`config.mk`:
```
export PLATFORM = sky130hd
export DESIGN_NAME = sum_ascii_tx_flat
export DESIGN_NICKNAME = d
export VERILOG_FILES = /design/src/rtl/sum_ascii_tx_if.sv /design/src/rtl/sum_ascii_tx.sv /design/src/flat_wrapper.sv
export SDC_FILE = /design/constraint.sdc
export NUM_CORES = 1
export LEC_CHECK = 0
export CELL_PAD_IN_SITES_DETAIL_PLACEMENT = 1
export CELL_PAD_IN_SITES_GLOBAL_PLACEMENT = 1
export CORE_MARGIN = 2
export CORE_UTILIZATION = 42
export CTS_CLUSTER_DIAMETER = 30
export DETAILED_ROUTE_END_ITERATION = 7
export HOLD_SLACK_MARGIN = 0.12
export PLACE_DENSITY_LB_ADDON = 0.1
export SYNTH_ARGS = -nofsm -noshare
export SYNTH_HDL_FRONTEND = slang
export SYNTH_SLANG_ARGS = --single-unit
```
`constraint.sdc`:
```
create_clock -name clk -period 1.94 [get_ports clk]
set_input_delay 0.388 -clock clk [delete_from_list [all_inputs] [get_ports clk]]
set_output_delay 0.388 -clock clk [all_outputs]
set_load 0.005 [all_outputs]
```
`src/rtl/sum_ascii_tx_if.sv`:
```
// Handshake bundle for sum_ascii_tx: the adder result comes in, and the ASCII
// character stream with its ready/valid/last handshake goes out.
interface sum_ascii_tx_if;
  logic       in_valid;
  logic [7:0] num_sum;
  logic       Cout;
  logic       in_ready;
  logic [7:0] out_char;
  logic       out_valid;
  logic       out_ready;
  logic       out_last;
  logic       busy;

  // Driver side: presents adder results and accepts characters.
  modport master (
    output in_valid, num_sum, Cout, out_ready,
    input  in_ready, out_char, out_valid, out_last, busy
  );

  // Converter side.
  modport slave (
    input  in_valid, num_sum, Cout, out_ready,
    output in_ready, out_char, out_valid, out_last, busy
  );
endinterface

```
`src/rtl/sum_ascii_tx.sv`:
```
// sum_ascii_tx: captures a 9-bit adder result {Cout, num_sum}, converts it to
// three BCD digits by double dabble (one bit per cycle), then streams the
// decimal digits as ASCII with leading zeros suppressed, followed by TERM_CHAR.
module sum_ascii_tx #(
  parameter logic [7:0] TERM_CHAR = 8'h0D
) (
  input logic          clk,
  input logic          rst_n,
  sum_ascii_tx_if.slave bus
);

  typedef enum logic [1:0] {IDLE, CONV, SEND} state_t;

  state_t      state;
  state_t      state_nxt;
  logic [8:0]  shreg;    // operand bits still to be shifted into the BCD field
  logic [11:0] bcd;      // {hundreds, tens, units}
  logic [3:0]  cnt;      // 0..8 shift steps, 9 is the load cycle
  logic [1:0]  pos;      // 0 hundreds, 1 tens, 2 units, 3 terminator
  logic [7:0]  char_c;
  logic        xfer;

  // One double-dabble step: add 3 to any digit >= 5, then shift the whole
  // {bcd, operand} field left by one. Returns {bcd_next, shreg_next}.
  function automatic logic [20:0] dd_step(input logic [11:0] b, input logic [8:0] s);
    logic [11:0] a;
    a = '0;
    for (int i = 0; i < 3; i++) begin
      a[4*i +: 4] = (b[4*i +: 4] >= 4'd5) ? b[4*i +: 4] + 4'd3 : b[4*i +: 4];
    end
    return {a[10:0], s, 1'b0};
  endfunction

  // First character position after conversion: skip leading zero digits,
  // but the units digit is always sent.
  function automatic logic [1:0] start_pos(input logic [11:0] b);
    if (b[11:8] != 4'd0)     return 2'd0;
    else if (b[7:4] != 4'd0) return 2'd1;
    else                     return 2'd2;
  endfunction

  assign xfer = (state == SEND) && bus.out_ready;

  // State register.
  always_ff @(posedge clk or negedge rst_n) begin
    if (!rst_n) state <= IDLE;
    else        state <= state_nxt;
  end

  // Next-state logic.
  always_comb begin
    state_nxt = state;
    case (state)
      IDLE:    if (bus.in_valid)           state_nxt = CONV;
      CONV:    if (cnt == 4'd9)            state_nxt = SEND;
      SEND:    if (xfer && pos == 2'd3)    state_nxt = IDLE;
      default:                             state_nxt = IDLE;
    endcase
  end

  // Operand capture, conversion steps and character pointer.
  always_ff @(posedge clk or negedge rst_n) begin
    if (!rst_n) begin
      shreg <= '0;
      bcd   <= '0;
      cnt   <= '0;
      pos   <= '0;
    end else begin
      case (state)
        IDLE: begin
          if (bus.in_valid) begin
            shreg <= {bus.Cout, bus.num_sum};
            bcd   <= '0;
            cnt   <= '0;
          end
        end
        CONV: begin
          if (cnt != 4'd9) begin
            {bcd, shreg} <= dd_step(bcd, shreg);
            cnt          <= cnt + 4'd1;
          end else begin
            pos <= start_pos(bcd);
          end
        end
        SEND: begin
          if (xfer && pos != 2'd3) pos <= pos + 2'd1;
        end
        default: ;
      endcase
    end
  end

  // Character currently offered; derived from held registers so it stays
  // stable while the sink stalls.
  always_comb begin
    char_c = 8'h00;
    if (state == SEND) begin
      case (pos)
        2'd0:    char_c = 8'h30 + {4'h0, bcd[11:8]};
        2'd1:    char_c = 8'h30 + {4'h0, bcd[7:4]};
        2'd2:    char_c = 8'h30 + {4'h0, bcd[3:0]};
        default: char_c = TERM_CHAR;
      endcase
    end
  end

  assign bus.out_char  = char_c;
  assign bus.out_valid = (state == SEND);
  assign bus.out_last  = (state == SEND) && (pos == 2'd3);
  assign bus.in_ready  = (state == IDLE);
  assign bus.busy      = (state != IDLE);

endmodule

```
`src/flat_wrapper.sv`:
```
// flat-port wrapper written by rule: the top's interface ports become plain ports
module sum_ascii_tx_flat 
#(
  parameter logic [7:0] TERM_CHAR = 8'h0D
)
  (clk, rst_n, bus_in_valid, bus_num_sum, bus_Cout, bus_out_ready, bus_in_ready, bus_out_char, bus_out_valid, bus_out_last, bus_busy);
  sum_ascii_tx_if bus_i ();
  input logic clk;
  input logic rst_n;
  input wire logic [$bits(bus_i.in_valid)-1:0] bus_in_valid;
  input wire logic [$bits(bus_i.num_sum)-1:0] bus_num_sum;
  input wire logic [$bits(bus_i.Cout)-1:0] bus_Cout;
  input wire logic [$bits(bus_i.out_ready)-1:0] bus_out_ready;
  output wire logic [$bits(bus_i.in_ready)-1:0] bus_in_ready;
  output wire logic [$bits(bus_i.out_char)-1:0] bus_out_char;
  output wire logic [$bits(bus_i.out_valid)-1:0] bus_out_valid;
  output wire logic [$bits(bus_i.out_last)-1:0] bus_out_last;
  output wire logic [$bits(bus_i.busy)-1:0] bus_busy;
  assign bus_i.in_valid = bus_in_valid;
  assign bus_i.num_sum = bus_num_sum;
  assign bus_i.Cout = bus_Cout;
  assign bus_i.out_ready = bus_out_ready;
  assign bus_in_ready = bus_i.in_ready;
  assign bus_out_char = bus_i.out_char;
  assign bus_out_valid = bus_i.out_valid;
  assign bus_out_last = bus_i.out_last;
  assign bus_busy = bus_i.busy;
  sum_ascii_tx #(.TERM_CHAR(TERM_CHAR)) u_core (.clk(clk), .rst_n(rst_n), .bus(bus_i));
endmodule
```
==> key figures <==
Status
  – Status: complete, no violations

Cells and area
  – Final net count: ~260
  – Diode count: 0
  – Layout area overhead: 29.1%
  – Final Non-Filler Cells: between 200 and 300
  – Post-route cell area: approximately 2300 um^2
  – Share of layout cells above drive strength 1: approximately 22%

Floorplanning
  – Num ports: 25
  – Die Span X: just under 70 um
  – Starting Density: between 40% and 50%
  – Total core area: 4060 um^2
  – Num rows: 23
  – Chip height: around 69 um
  – Full die area: 4830 um^2

STA
  – Post-layout min period: between 1.5 and 2 ns
  – Final Hold Fails: 0
  – Crit share post-route: a little over nine tenths
  – Max-slew violation count: 0
  – RSZ-0062 raised after global routing: true
  – Highest clock rate: 522 MHz
  – Clock skew after layout: 0.00656 ns
  – Setup violations, final: 0
  – Setup ws final: roughly 0.025 ns

Global routing
  – Gr usage total: around a fifth
  – Vias in the first global route: about 1700
  – Largest net degree at the start of global routing: 30
  – First-pass GRT wire length: between 7000 and 8000 um
  – Antenna violations before repair: 0
  – Total gr overflow: 0

Place
  – RePlAce Congestion: 0.775
  – DP Area: around 2100 um^2
  – Detail Placement HPWL: between 3000 and 4000 um
  – DP Worst Slack: ~0.012 ns
  – # port buffers: 22
  – Dpl cells: 263

Synthesis
  – Top-area cell type share of the netlist area: between 40% and 50%
  – Netlist Area Pre-Place: roughly 1800 um^2
  – Netlist cell types: 35
  – Post-synth EDFFs: 0
  – Post-synth top flop: dfrtp_1
  – Post-synth ARST share: 100%
  – Syn_area_per_cell: roughly 9.6 um^2
  – Syn Inst Count: roughly 190
  – Most numerous cell in the Yosys netlist: dfrtp_1
  – Post-synthesis sequential area ratio: about two fifths
  – Synth area leaders: dfrtp_1 40%, ha_1 12%, mux2i_1 7.2%
  – Yosys reg bits: 29
  – Top cells by count, synth: 29 x dfrtp_1, 24 x o21ai_0, 17 x ha_1, 17 x nand2_1, 14 x inv_1
  – Yosys warnings: 0
  – Cell taking the most area after synthesis: dfrtp_1

Critical path
  – Reg2reg end: u_core.pos[0]
  – Crit path required time: approximately 1.6 ns
  – Reg2Reg Depth: 7
  – CP endpoint kind: output pin
  – Crit-path max FO: 4
  – Flop2flop setup slack: 0.12 ns
  – Startpoint Class: flop
  – CP endpoint: bus_out_char[1]
  – Worst setup path startpoint: u_core.pos[1]
  – Reg2Reg Launch Point: u_core.state[1]
  – Worst EP arrival: roughly 1.5 ns
  – Critical path class: reg2out

Power
  – Sw Ratio: between 40% and 50%
  – P per Cell Area: 1360 nW/um^2
  – Max VDD drop: ~0.65 mV
  – Power share of the combinational group: a little under three fifths
  – P_sw: roughly 1.3 mW
  – LEAKAGE: ~1.1 nW
  – Part of the power in registers: 29.9%
  – Total chip power: about 3.2 mW
  – Clock share of power: between 10% and 20%
  – Int Power: 1.87 mW

Drt
  – Pre-antenna DRT Iters: 4
  – Via Count: 1521
  – Residual DRC: 0
  – DR iter-0 viols: 59
  – WL/cell: between 15 and 20 um
  – Post-route ant nets: 0
  – Via density: approximately 5.5
  – Final WL: 4640 um

Clocking
  – Root buffer cell: clkbuf_8
  – Clk slew on worst S/H paths: approximately 0.060 ns
  – Clk buf depth: 2
  – H-Tree Depth: 2
  – Clock net sink count: 29
  – Inserted Clock Buffers: 5
  – Clk_lat worst skew: between 0.2 and 0.3 ns
  – CTS tree: done
  – Hold-fix buffers at CTS: 0

Worst hold path
  – Min-Delay Startpoint: u_core.shreg[7]
  – Hold Crit Class: reg2reg
  – Hold depth: 2

Flow run
  – Max Cap Viol: 0
## cell families after synthesis
group / count (synthesis) / synth area share (%)
AO/OA/AOI/OAI: 52 / 17.4
AND/OR/NAND/NOR: 48 / 14.2
flip-flops: 29 / 40.3
buffers and inverters: 23 / 6.32
adder cells (fa/ha/maj): 17 / 11.8
multiplexers: 14 / 7.85
XOR/XNOR: 4 / 1.94
other: 1 / 0.208
## state kept, by name (all words and copies together), names as in the netlist
name / count
u_core.cnt: 4
u_core.pos: 2
u_core.bcd: 12
u_core.state: 2
u_core.shreg: 9
## power by group through the flow
stage / logic [mW] / clock network [mW] / registers (mW)
floorplan: 1.02 / 0 / 0.899
CTS: 1.69 / 0.493 / 0.947
finish: 1.75 / 0.477 / 0.947
global route: 1.97 / 0.521 / 0.971
global placement: 1.45 / 0 / 0.927
detailed placement: 1.53 / 0 / 0.944
## worst min-delay path by stage
stage / to
after floorplan: u_core.bcd[0]
after global placement: u_core.shreg[7]
after detailed placement: u_core.shreg[7]
after CTS: u_core.shreg[7]
after global routing: u_core.pos[0]
final: u_core.shreg[7]
## layout make-up
| class | instances | area, um^2 |
|---|---|---|
| well taps | 50 | 62.6 |
| flip-flops and latches | 29 | 727 |
| repair buffers | 39 | 334 |
| inverters | 14 | 60.1 |
| fillers | 467 | 1730 |
| clock buffers | 6 | 72.6 |
| clock inverters | 2 | 10.0 |
| multi-input cells | 137 | 1060 |
## worst max-delay path: stages, from the launching register on
cell      delay (ns)
dfrtp_1         0.39
buf_6           0.13
inv_6           0.04
ha_4            0.16
a222oi_1        0.32
nor3_1          0.08
buf_2           0.13
## timing repair
item,in CTS,in global routing
gates cloned,0,0
resized for setup,40,8
pin swaps,6,4
setup buffers,4,2
setup endpoints to repair,10,7
## layer usage
layer,track usage [%],wire length (um),vias to the layer above
li1,-,-,724
met1,23.2,1920,746
met2,36.9,2390,37
met3,4.80,188,14
met4,8.71,137,0
met5,0,0,-
## cells in the final DEF (no fill, tap or decap), drive strengths merged, types with 2 or more instances in the layout
cell type	count
xnor2	3
and3	2
nor3	2
a21oi	13
nor2	7
clkbuf	7
mux2i	13
nor3b	3
inv	14
clkdlybuf4s50	14
dfrtp	29
nand2	17
a22o	6
a22oi	4
nand4	2
and2	2
ha	17
nand2b	5
conb	2
buf	20
o21ai	24
nand3	3
clkinv	2
dlygate4sd2	3
## metrics by stage
step	hold WS (ns)	TNS, ns	utilization, %
after detailed placement	0.473	0	52.0
after global placement	0.464	0	52.0
after floorplan	0.0924	0	-
after CTS	0.489	-0.0161	56.8
final	0.480	0	57.3
after global routing	0.541	-0.106	57.3
No activity file was read; power rests on OpenSTA's default activity.
